$ cat config.mk
export PLATFORM = sky130hd
export DESIGN_NAME = control_multi_fsm
export DESIGN_NICKNAME = d
export VERILOG_FILES = /design/src/rtl/control_multi_fsm.sv
export SDC_FILE = /design/constraint.sdc
export NUM_CORES = 1
export LEC_CHECK = 0
export BUFFER_PORTS_ARGS = -buffer_cell sky130_fd_sc_hd__buf_2
export CAP_MARGIN = 20
export CORE_MARGIN = 2
export CORE_UTILIZATION = 42
export DETAILED_ROUTE_END_ITERATION = 10
export GPL_ROUTABILITY_DRIVEN = 0
export HOLD_SLACK_MARGIN = 0.08
export PLACE_DENSITY = 0.76
export SLEW_MARGIN = 20
export SYNTH_ARGS = -nofsm -noshare
export SYNTH_HDL_FRONTEND = slang
export SYNTH_SLANG_ARGS = --single-unit
$ cat constraint.sdc
create_clock -name iCLK -period 1.6 [get_ports iCLK]
set_input_delay 0.08 -clock iCLK [delete_from_list [all_inputs] [get_ports iCLK]]
set_output_delay 0.08 -clock iCLK [all_outputs]
set_load 0.02 [all_outputs]
$ cat src/rtl/control_multi_fsm.sv
// control_multi_fsm: multicycle control sequencer for the RV32I core.
// Steps the shared datapath (one ALU, one unified memory) through fetch,
// decode, execute, memory and writeback, and drives every mux select and
// write enable of the multicycle datapath.
//
// Build option: define MULTI_TRAP_EN to send unrecognised opcodes to a
// sticky TRAP state (oTrap=1, all enables 0, left only through iRST).
// Without it, unrecognised opcodes fall back to FETCH and act as NOPs.
module control_multi_fsm #(
  parameter int unsigned MEM_WAIT = 0  // extra wait cycles per memory access (0..15)
) (
  input  logic       iCLK,
  input  logic       iRST,
  input  logic [6:0] iOp,
  input  logic [2:0] iFunct3,
  input  logic [6:0] iFunct7,
  input  logic       iBranchC1,
  output logic       oEscreveIR,
  output logic       oEscrevePC,
  output logic [2:0] oOrigPC,
  output logic       oIouD,
  output logic       oLeMem,
  output logic       oEscreveMem,
  output logic       oEscreveReg,
  output logic [2:0] oMemparaReg,
  output logic [1:0] oOrigAULA,
  output logic [1:0] oOrigBULA,
  output logic [1:0] oOpALU,
  output logic [3:0] oEstado,
  output logic       oTrap
);

  // State codes double as the oEstado debug value.
  localparam logic [3:0] S_FETCH  = 4'd0;
  localparam logic [3:0] S_DECODE = 4'd1;
  localparam logic [3:0] S_EXEC_R = 4'd2;
  localparam logic [3:0] S_EXEC_I = 4'd3;
  localparam logic [3:0] S_ADDR   = 4'd4;
  localparam logic [3:0] S_MEM_RD = 4'd5;
  localparam logic [3:0] S_MEM_WB = 4'd6;
  localparam logic [3:0] S_MEM_WR = 4'd7;
  localparam logic [3:0] S_BRANCH = 4'd8;
  localparam logic [3:0] S_JAL    = 4'd9;
  localparam logic [3:0] S_JALR   = 4'd10;
  localparam logic [3:0] S_LUI    = 4'd11;
  localparam logic [3:0] S_AUIPC  = 4'd12;
  localparam logic [3:0] S_WB_ALU = 4'd13;
  localparam logic [3:0] S_TRAP   = 4'd14;

  // RV32I major opcodes.
  localparam logic [6:0] OP_R     = 7'b0110011;
  localparam logic [6:0] OP_I     = 7'b0010011;
  localparam logic [6:0] OP_LOAD  = 7'b0000011;
  localparam logic [6:0] OP_STORE = 7'b0100011;
  localparam logic [6:0] OP_BR    = 7'b1100011;
  localparam logic [6:0] OP_JAL   = 7'b1101111;
  localparam logic [6:0] OP_JALR  = 7'b1100111;
  localparam logic [6:0] OP_LUI   = 7'b0110111;
  localparam logic [6:0] OP_AUIPC = 7'b0010111;

  // Mux select encodings.
  localparam logic [2:0] PC_ALU      = 3'b000;
  localparam logic [2:0] PC_ALUOUT   = 3'b001;
  localparam logic [2:0] PC_ALU_EVEN = 3'b010;
  localparam logic [2:0] RD_ALUOUT   = 3'b000;
  localparam logic [2:0] RD_MDR      = 3'b001;
  localparam logic [2:0] RD_PC       = 3'b010;
  localparam logic [2:0] RD_IMM      = 3'b011;
  localparam logic [1:0] A_PCBACK    = 2'b00;
  localparam logic [1:0] A_RS1       = 2'b01;
  localparam logic [1:0] A_PC        = 2'b10;
  localparam logic [1:0] B_RS2       = 2'b00;
  localparam logic [1:0] B_FOUR      = 2'b01;
  localparam logic [1:0] B_IMM       = 2'b10;
  localparam logic [1:0] ALU_ADD     = 2'b00;
  localparam logic [1:0] ALU_CMP     = 2'b01;
  localparam logic [1:0] ALU_FUNCT   = 2'b10;

  localparam logic [3:0] WAIT_LAST = 4'(MEM_WAIT);

  logic [3:0] state;
  logic [3:0] next_state;
  logic [3:0] wait_cnt;
  logic       wait_last;
  logic       wait_state;

  // funct3/funct7 are decoded by the ALU control, not by the sequencer.
  logic unused_funct;
  assign unused_funct = ^{iFunct3, iFunct7};

  assign wait_last  = (wait_cnt == WAIT_LAST);
  assign wait_state = (state == S_FETCH) || (state == S_MEM_RD) || (state == S_MEM_WR);

  // Next-state selection; memory-touching states advance only on their last wait cycle.
  always_comb begin
    // NOTE: every variable assigned here gets a default first, so no path leaves it unassigned and no latch is inferred.
    next_state = state;
    case (state)
      S_FETCH:  if (wait_last) next_state = S_DECODE;
      S_DECODE: begin
        case (iOp)
          OP_R:              next_state = S_EXEC_R;
          OP_I:              next_state = S_EXEC_I;
          OP_LOAD, OP_STORE: next_state = S_ADDR;
          OP_BR:             next_state = S_BRANCH;
          OP_JAL:            next_state = S_JAL;
          OP_JALR:           next_state = S_JALR;
          OP_LUI:            next_state = S_LUI;
          OP_AUIPC:          next_state = S_AUIPC;
`ifdef MULTI_TRAP_EN
          default:           next_state = S_TRAP;
`else
          // PC was already advanced in FETCH, so this behaves as a NOP.
          default:           next_state = S_FETCH;
`endif
        endcase
      end
      S_EXEC_R: next_state = S_WB_ALU;
      S_EXEC_I: next_state = S_WB_ALU;
      S_ADDR:   next_state = (iOp == OP_LOAD) ? S_MEM_RD : S_MEM_WR;
      S_MEM_RD: if (wait_last) next_state = S_MEM_WB;
      S_MEM_WB: next_state = S_FETCH;
      S_MEM_WR: if (wait_last) next_state = S_FETCH;
      S_BRANCH: next_state = S_FETCH;
      S_JAL:    next_state = S_FETCH;
      S_JALR:   next_state = S_FETCH;
      S_LUI:    next_state = S_FETCH;
      S_AUIPC:  next_state = S_WB_ALU;
      S_WB_ALU: next_state = S_FETCH;
`ifdef MULTI_TRAP_EN
      S_TRAP:   next_state = S_TRAP;
`endif
      default:  next_state = S_FETCH;
    endcase
  end

  // State and wait-counter registers; the counter restarts on every state change.
  always_ff @(posedge iCLK) begin
    // NOTE: sequential state uses non-blocking assignments so every register samples pre-edge values.
    if (iRST) begin
      state    <= S_FETCH;
      wait_cnt <= 4'd0;
    end else begin
      state <= next_state;
      if (next_state != state) begin
        wait_cnt <= 4'd0;
      end else if (wait_state && !wait_last) begin
        wait_cnt <= wait_cnt + 4'd1;
      end
    end
  end

  // Moore output decode of the current state, forced to 0 while iRST is high.
  always_comb begin
    oEscreveIR  = 1'b0;
    oEscrevePC  = 1'b0;
    oOrigPC     = PC_ALU;
    oIouD       = 1'b0;
    oLeMem      = 1'b0;
    oEscreveMem = 1'b0;
    oEscreveReg = 1'b0;
    oMemparaReg = RD_ALUOUT;
    oOrigAULA   = A_PCBACK;
    oOrigBULA   = B_RS2;
    oOpALU      = ALU_ADD;
    oEstado     = state;
    oTrap       = 1'b0;
    case (state)
      S_FETCH: begin
        // PC+4 is computed every fetch cycle but only committed with the IR on the last one.
        oLeMem    = 1'b1;
        oIouD     = 1'b0;
        oOrigAULA = A_PC;
        oOrigBULA = B_FOUR;
        oOpALU    = ALU_ADD;
        if (wait_last) begin
          oEscreveIR = 1'b1;
          oEscrevePC = 1'b1;
          oOrigPC    = PC_ALU;
        end
      end
      S_DECODE: begin
        // Speculative branch/jump target: ALUOut <= PCBack + imm.
        oOrigAULA = A_PCBACK;
        oOrigBULA = B_IMM;
        oOpALU    = ALU_ADD;
      end
      S_EXEC_R: begin
        oOrigAULA = A_RS1;
        oOrigBULA = B_RS2;
        oOpALU    = ALU_FUNCT;
      end
      S_EXEC_I: begin
        oOrigAULA = A_RS1;
        oOrigBULA = B_IMM;
        oOpALU    = ALU_FUNCT;
      end
      S_ADDR: begin
        oOrigAULA = A_RS1;
        oOrigBULA = B_IMM;
        oOpALU    = ALU_ADD;
      end
      S_MEM_RD: begin
        oLeMem = 1'b1;
        oIouD  = 1'b1;
      end
      S_MEM_WB: begin
        oEscreveReg = 1'b1;
        oMemparaReg = RD_MDR;
      end
      S_MEM_WR: begin
        oEscreveMem = 1'b1;
        oIouD       = 1'b1;
      end
      S_BRANCH: begin
        // Target already sits in ALUOut from DECODE; the ALU is free for the compare.
        oOrigAULA  = A_RS1;
        oOrigBULA  = B_RS2;
        oOpALU     = ALU_CMP;
        oEscrevePC = iBranchC1;
        oOrigPC    = PC_ALUOUT;
      end
      S_JAL: begin
        // rd and PC are written on the same edge, so rd captures the old PC+4.
        oEscrevePC  = 1'b1;
        oOrigPC     = PC_ALUOUT;
        oEscreveReg = 1'b1;
        oMemparaReg = RD_PC;
      end
      S_JALR: begin
        oOrigAULA   = A_RS1;
        oOrigBULA   = B_IMM;
        oOpALU      = ALU_ADD;
        oEscrevePC  = 1'b1;
        oOrigPC     = PC_ALU_EVEN;
        oEscreveReg = 1'b1;
        oMemparaReg = RD_PC;
      end
      S_LUI: begin
        oEscreveReg = 1'b1;
        oMemparaReg = RD_IMM;
      end
      S_AUIPC: begin
        oOrigAULA = A_PCBACK;
        oOrigBULA = B_IMM;
        oOpALU    = ALU_ADD;
      end
      S_WB_ALU: begin
        oEscreveReg = 1'b1;
        oMemparaReg = RD_ALUOUT;
      end
`ifdef MULTI_TRAP_EN
      S_TRAP: begin
        oTrap = 1'b1;
      end
`endif
      default: begin
        oEstado = state;
      end
    endcase
    if (iRST) begin
      oEscreveIR  = 1'b0;
      oEscrevePC  = 1'b0;
      oOrigPC     = 3'b000;
      oIouD       = 1'b0;
      oLeMem      = 1'b0;
      oEscreveMem = 1'b0;
      oEscreveReg = 1'b0;
      oMemparaReg = 3'b000;
      oOrigAULA   = 2'b00;
      oOrigBULA   = 2'b00;
      oOpALU      = 2'b00;
      oEstado     = 4'd0;
      oTrap       = 1'b0;
    end
  end

endmodule
==> results of run 1 <==
[cells in the final DEF, fill, tap and decap left out, drive strengths merged, types with 3 or more instances in the layout]
| cell type | n |
|---|---|
| buf | 49 |
| nor2 | 24 |
| nand2 | 12 |
| a21oi | 10 |
| nor2b | 8 |
| dfxtp | 8 |
| inv | 7 |
| o21ai | 4 |
| nand3 | 4 |
| mux2i | 3 |
| xnor2 | 3 |
| conb | 3 |
| clkbuf | 3 |
| nor3 | 3 |
[layer usage]
| layer | share of wire (%) | wire (um) | global-route usage, % |
|---|---|---|---|
| met1 | 39 | 1120 | 24.9 |
| met2 | 51 | 1470 | 39.5 |
| met4 | 1.9 | 53 | 3.51 |
| met3 | 7.6 | 218 | 5.17 |
| met5 | 0 | 0 | 0 |
[cell families after synthesis]
family,Yosys count,share of synthesized area (%)
AOI/OAI and AO/OA,31,23.6
xor gates and xnor gates,5,4.62
adders and majority gates,3,3.69
buffers and inverters,21,12.1
DFF,8,16.9
muxes,3,3.17
other,1,0.395
and+or+nand+nor,66,35.5
[synth_stat cells (2+ instances only)]
cell | number | area [um2]
nor2_1 | 24 | 90.1
buf_4 | 5 | 37.5
a2bb2oi_1 | 2 | 17.5
o21ai_0 | 4 | 20.0
or2_2 | 2 | 12.5
ha_1 | 2 | 25.0
nand4_1 | 2 | 12.5
nand2_1 | 12 | 45.0
mux2i_1 | 3 | 30.0
dfxtp_1 | 8 | 160
a21oi_1 | 9 | 45.0
nand3_1 | 4 | 20.0
xnor2_1 | 3 | 26.3
xor2_1 | 2 | 17.5
a211oi_1 | 2 | 15.0
buf_6 | 2 | 22.5
inv_1 | 7 | 26.3
nor2b_1 | 8 | 50.1
nor3_1 | 3 | 15.0
o2111ai_1 | 2 | 17.5
clkbuf_1 | 5 | 18.8
[flip-flops by register name, summed over array words and instances, names as in the netlist]
register	cells
state	4
wait_cnt	4
[report_power, final]
part | switching [W] | internal, W | total [W]
Clock | 0.0000717 | 0.0000860 | 0.000158
Combinational | 0.000154 | 0.000118 | 0.000272
Sequential | 0.00000978 | 0.000203 | 0.000212
[metrics by stage]
step / setup WS [ns] / utilization, % / setup TNS [ns] / cell area, um2 / hold slack (ns)
floorplan: -0.0664 / - / -0.0664 / 970 / 0.199
global placement: -0.0742 / 54.4 / -0.259 / 1180 / 0.446
detailed placement: -0.107 / 54.4 / -0.524 / 1180 / 0.447
CTS: -0.110 / 58.2 / -0.370 / 1260 / 0.179
global route: -0.178 / 60.5 / -0.916 / 1310 / 0.224
finish: -0.109 / 60.5 / -0.503 / 1310 / 0.208
[critical path, delay by kind of cell (launching register included)]
| family | cells | cell delay [ns] |
|---|---|---|
| AO/OA/AOI/OAI | 2 | 0.33 |
| XOR/XNOR | 1 | 0.12 |
| adder cells (fa/ha/maj) | 1 | 0.12 |
| buffers and inverters | 2 | 0.25 |
| flip-flops | 1 | 0.32 |
| AND/OR/NAND/NOR | 2 | 0.46 |
[how the worst min path moves through the flow]
stage | start | to | slack, ns | cells past startpoint
6_report | iRST | state[2]$_SDFF_PP0_ | 0.21 | 2
5_1_grt | iRST | state[2]$_SDFF_PP0_ | 0.22 | 2
4_1_cts | iRST | state[1]$_SDFF_PP0_ | 0.18 | 2
3_5_place_dp | iRST | state[1]$_SDFF_PP0_ | 0.45 | 2
3_3_place_gp | iRST | state[2]$_SDFF_PP0_ | 0.45 | 2
2_1_floorplan | iRST | oEscreveIR | 0.20 | 1
[timing repair]
item / 4_1_cts / 5_1_grt
cloned: 0 / 0
hold buffers: 0 / 0
gates resized for setup: 17 / 12
pin swaps: 1 / 1
setup endpoints to repair: 17 / 18
buffers inserted: 2 / 2
[cell type report]
class,count,area (um2),share of cell area (%)
sequential,8,171,13.1
tap,28,35.0,2.67
clock buffer,3,22.5,1.72
multi-input combinational,111,742,56.5
timing repair buffer,49,315,24.0
inverter,7,26.3,2.00
==> flow_metrics.tcl, run 1 <==
set metrics [dict create \
    ant_nets 0 \
    critPathKind "register to register" \
    fin_cells 206 \
    grt_usage_pct 21.3 \
    root_buffer "clkbuf_4" \
    min_period_ns 1.71 \
    power_density_nw_per_um2 489 \
    rrSetupSlack_ns -0.11 \
    synthFlopType "dfxtp_1" \
    crit_start "wait_cnt[1]$_SDFFE_PP0P_" \
    cts_buffers 3 \
    crit_fanout 6 \
    endpoint "state[1]$_SDFF_PP0_" \
    crit_chain "inv_2 -> ha_4 -> or3b_4 -> buf_4 -> xnor2_1 -> a22o_1 -> a21oi_1 -> nor2_1" \
    h-tree-depth 1 \
    grt_first_pass_wirelength_um 4310 \
    drt_iter0_markers 44 \
    slew_violations 0 \
    hold_viol 0 \
    placement.io_buffers 29 \
    avgRoutedWirePerCell_um 13.9 \
    hp-class "input pin to register" \
    max_freq_mhz 585 \
    area_growth_pct 38.4 \
    path_clk_slew_ns 0.05 \
    crit_path_end_kind "register" \
    insertion_delay_ns 0.26 \
    postLayoutSetupSlackWorst_ns -0.109 \
    cts_sinks 8 \
    fillers 184 \
    clockBufferDepth 2 \
    dp.cells 199 \
    synthesis.area_um2 948 \
    dp_hpwl_um 1950 \
    synth.avg_cell_area_um2 6.87 \
    ys_ff_latch 8 \
    p_leak_nw 0.589 \
    cp.required_ns 1.74 \
    initial_utilization_pct 43.7 \
    violations "setup timing" \
    synth_cell_types 48 \
    antenna_found_initial 0 \
    cp-start-kind "register" \
    drtPass1Iterations 4 \
    synthArstFlopShare_pct 0 \
    r2r_end "state[1]$_SDFF_PP0_" \
    critPathMaxStageDelay_ns 0.40 \
    gr-total-overflow 0 \
    crit_slowest_cell "or3b_4" \
    rows 17 \
    chipWidth_um 51.5 \
    rsz0062_at_grt "yes" \
    grt_max_degree 17 \
    ir_worst_vdd_v 0.000407 \
    setup_viol 6 \
    synth_warnings 0 \
    io_pins 43 \
    ys_seq_area_share_pct 16.9 \
    remaining_drc_errors 0 \
    max_cap_viol_count 0 \
    synth-edff-count 0 \
    reg2reg_depth 8 \
    tritoncts "yes" \
    skew_ns 0.00462 \
    core_um2 2170 \
    finalNetCount 202 \
    drive_gt1_share_pct 42.1 \
    synth_cells 138 \
    vias 1154 \
    period_share_pct 107 \
    r2r_start "wait_cnt[1]$_SDFFE_PP0P_" \
    viasPerCell 5.60 \
    die-area_um2 2650 \
    worstPathArrival_ns 1.85 \
    grt_pass1_vias 982 \
    antennaDiodeCount 0 \
    status "finished, violations left" \
    drt_wl_total_um 2860 \
    die_h_um 51.5 \
    finalPower_w 0.000642 \
]
Power figures use the tool's default switching activity.
==> run 2: changes to the inputs <==
==> constraint.sdc (replaced) <==
create_clock -name iCLK -period 1.6 [get_ports iCLK]
set_input_delay 0.08 -clock iCLK [delete_from_list [all_inputs] [get_ports iCLK]]
set_output_delay 0.08 -clock iCLK [all_outputs]
set_load 0.01 [all_outputs]
==> run 2 against run 1 <==
The flow still finishes with violations (setup timing). Combinational power increased by 11%. First-iteration DRC count increased by 23%. Routed wire length up 16%. Die area unchanged. Sequential share of layout area down 0.76 points. Register-to-register slack gained 0.03 ns. Via count increased by 4.4%. Worst hold slack got worse by 0.020 ns. Highest routed layer unchanged.
==> flow_metrics.tcl, run 2 (same netlist as run 1, synthesis figures left out) <==
set metrics [dict create \
    cts_buffers 3 \
    viasPerCell 5.66 \
    drive_gt1_share_pct 49.7 \
    setup_viol 9 \
    fin_area_um2 1420 \
    rsz0062_at_grt "yes" \
    max_cap_viol_count 0 \
    postLayoutSetupSlackWorst_ns -0.122 \
    worstPathArrival_ns 1.64 \
    clkPwrFrac_pct 24.0 \
    violations "setup timing" \
    gr-total-overflow 0 \
    grtUsageMet2_pct 39.5 \
    swShare_pct 35.5 \
    internal_power_w 0.000434 \
    drt_wl_total_um 3320 \
    placement.io_buffers 29 \
    gr-usage-met1_pct 30.8 \
    hp-class "input pin to register" \
    crit_fanout 4 \
    min_period_ns 1.72 \
    grt_usage_pct 23.9 \
    root_buffer "clkbuf_4" \
    grt_max_degree 17 \
    skew_ns 0.000700 \
    final_cell_mix "buf_2, nor2_1, buf_4" \
    avgRoutedWirePerCell_um 15.6 \
    hp-start "iRST" \
    p_leak_nw 0.644 \
    die-area_um2 2650 \
    clockBufferDepth 2 \
    r2r_start "wait_cnt[0]$_SDFFE_PP0P_" \
    finalNetCount 209 \
    mostFrequentLayoutCell "buf_2" \
    status "finished, violations left" \
    grt_first_pass_wirelength_um 4820 \
    top_regs "state x4, wait_cnt x4" \
    cts_sinks 8 \
    drt_iter0_markers 54 \
    chipWidth_um 51.5 \
    antennaDiodeCount 0 \
    placed_area_um2 1170 \
    drtPass1Iterations 4 \
    cp.required_ns 1.52 \
    antenna_found_initial 0 \
    grt_pass1_vias 1081 \
    ir_worst_vdd_v 0.000351 \
    grt.met3_usage_pct 3.45 \
    power_density_nw_per_um2 473 \
    critPathKind "register to output pin" \
    path_clk_slew_ns 0.06 \
    grt-busiest-layer "met2" \
    max_freq_mhz 581 \
    cts-hold-fix-buffers 0 \
    dp_hpwl_um 2100 \
    rows 17 \
    p_sw_w 0.000239 \
    hold_viol 0 \
    die_h_um 51.5 \
    period_share_pct 108 \
    crit_path_end_kind "output pin" \
    remaining_drc_errors 0 \
    power_frac_seq_pct 31.2 \
    io_pins 43 \
    slew_violations 0 \
    ant_nets 0 \
    h-tree-depth 1 \
    power_frac_comb_pct 44.8 \
    cp-start-kind "register" \
    hold_slack_ns 0.188 \
    core_um2 2170 \
    area_growth_pct 50.1 \
    vias 1205 \
    insertion_delay_ns 0.26 \
    crit_start "wait_cnt[0]$_SDFFE_PP0P_" \
    initial_utilization_pct 43.7 \
    fillers 179 \
    tritoncts "yes" \
]
## run 2: cell types whose count changed in the layout (fill, tap and decap cells not counted), sizes merged
| cell | delta |
|---|---|
| buf | +7 |
## run 2: final timing paths
path                                            end  slack (ns)  cells after the start
worst max register to register  state[1]$_SDFF_PP0_       -0.08                      8
worst max-delay path                     oEscrevePC       -0.12                      6
worst min-delay path            state[1]$_SDFF_PP0_        0.19                      2
worst min register to register  state[3]$_SDFF_PP0_        0.59                      2
## run 2: what timing repair did
action	4_1_cts	5_1_grt
gates resized for setup	20	22
buffers inserted	5	6
pin swaps	5	6
setup endpoints to repair	19	18
endpoints found under the hold margin	0	0
## run 2: routing by layer
| layer | wire length [um] | share of wire (%) |
|---|---|---|
| met1 | 1220 | 37 |
| met2 | 1740 | 52 |
| met3 | 291 | 8.8 |
| met4 | 71 | 2.1 |
| met5 | 0 | 0 |
## run 2: area by class of cell
| cell class | count | area, um2 | share of cell area, % |
|---|---|---|---|
| timing repair buffer | 56 | 370 | 26.0 |
| multi-input combinational | 111 | 795 | 55.8 |
| tap | 28 | 35.0 | 2.46 |
| clock buffer | 3 | 22.5 | 1.58 |
| sequential | 8 | 175 | 12.3 |
| inverter | 7 | 26.3 | 1.85 |
## run 2: worst max-delay path, stage by stage, from the launching register on
cell and delay (ns):
dfxtp_2 0.32, inv_2 0.06, ha_4 0.12, or3b_4 0.42, nor4_4 0.16, o21bai_1 0.14
buf_2 0.15
## run 2: per-stage QoR
step / setup slack (ns) / util [%] / cells / setup TNS (ns) / total power, W
after floorplan: 0.0212 / - / 140 / 0 / 0.000368
after global placement: -0.0562 / 53.8 / 199 / -0.131 / 0.000446
after detailed placement: -0.0887 / 53.8 / 199 / -0.343 / 0.000451
after CTS: -0.109 / 59.2 / 207 / -0.216 / 0.000620
after global routing: -0.205 / 65.6 / 213 / -0.977 / 0.000709
final: -0.122 / 65.6 / 213 / -0.428 / 0.000673
## run 2: power by group through the flow
stage          clock network, W  logic [W]  registers, W
2_1_floorplan                 0   0.000156      0.000212
3_3_place_gp                  0   0.000229      0.000217
3_5_place_dp                  0   0.000234      0.000217
4_1_cts                0.000162   0.000247      0.000211
5_1_grt                0.000175   0.000324      0.000210
6_report               0.000161   0.000302      0.000210
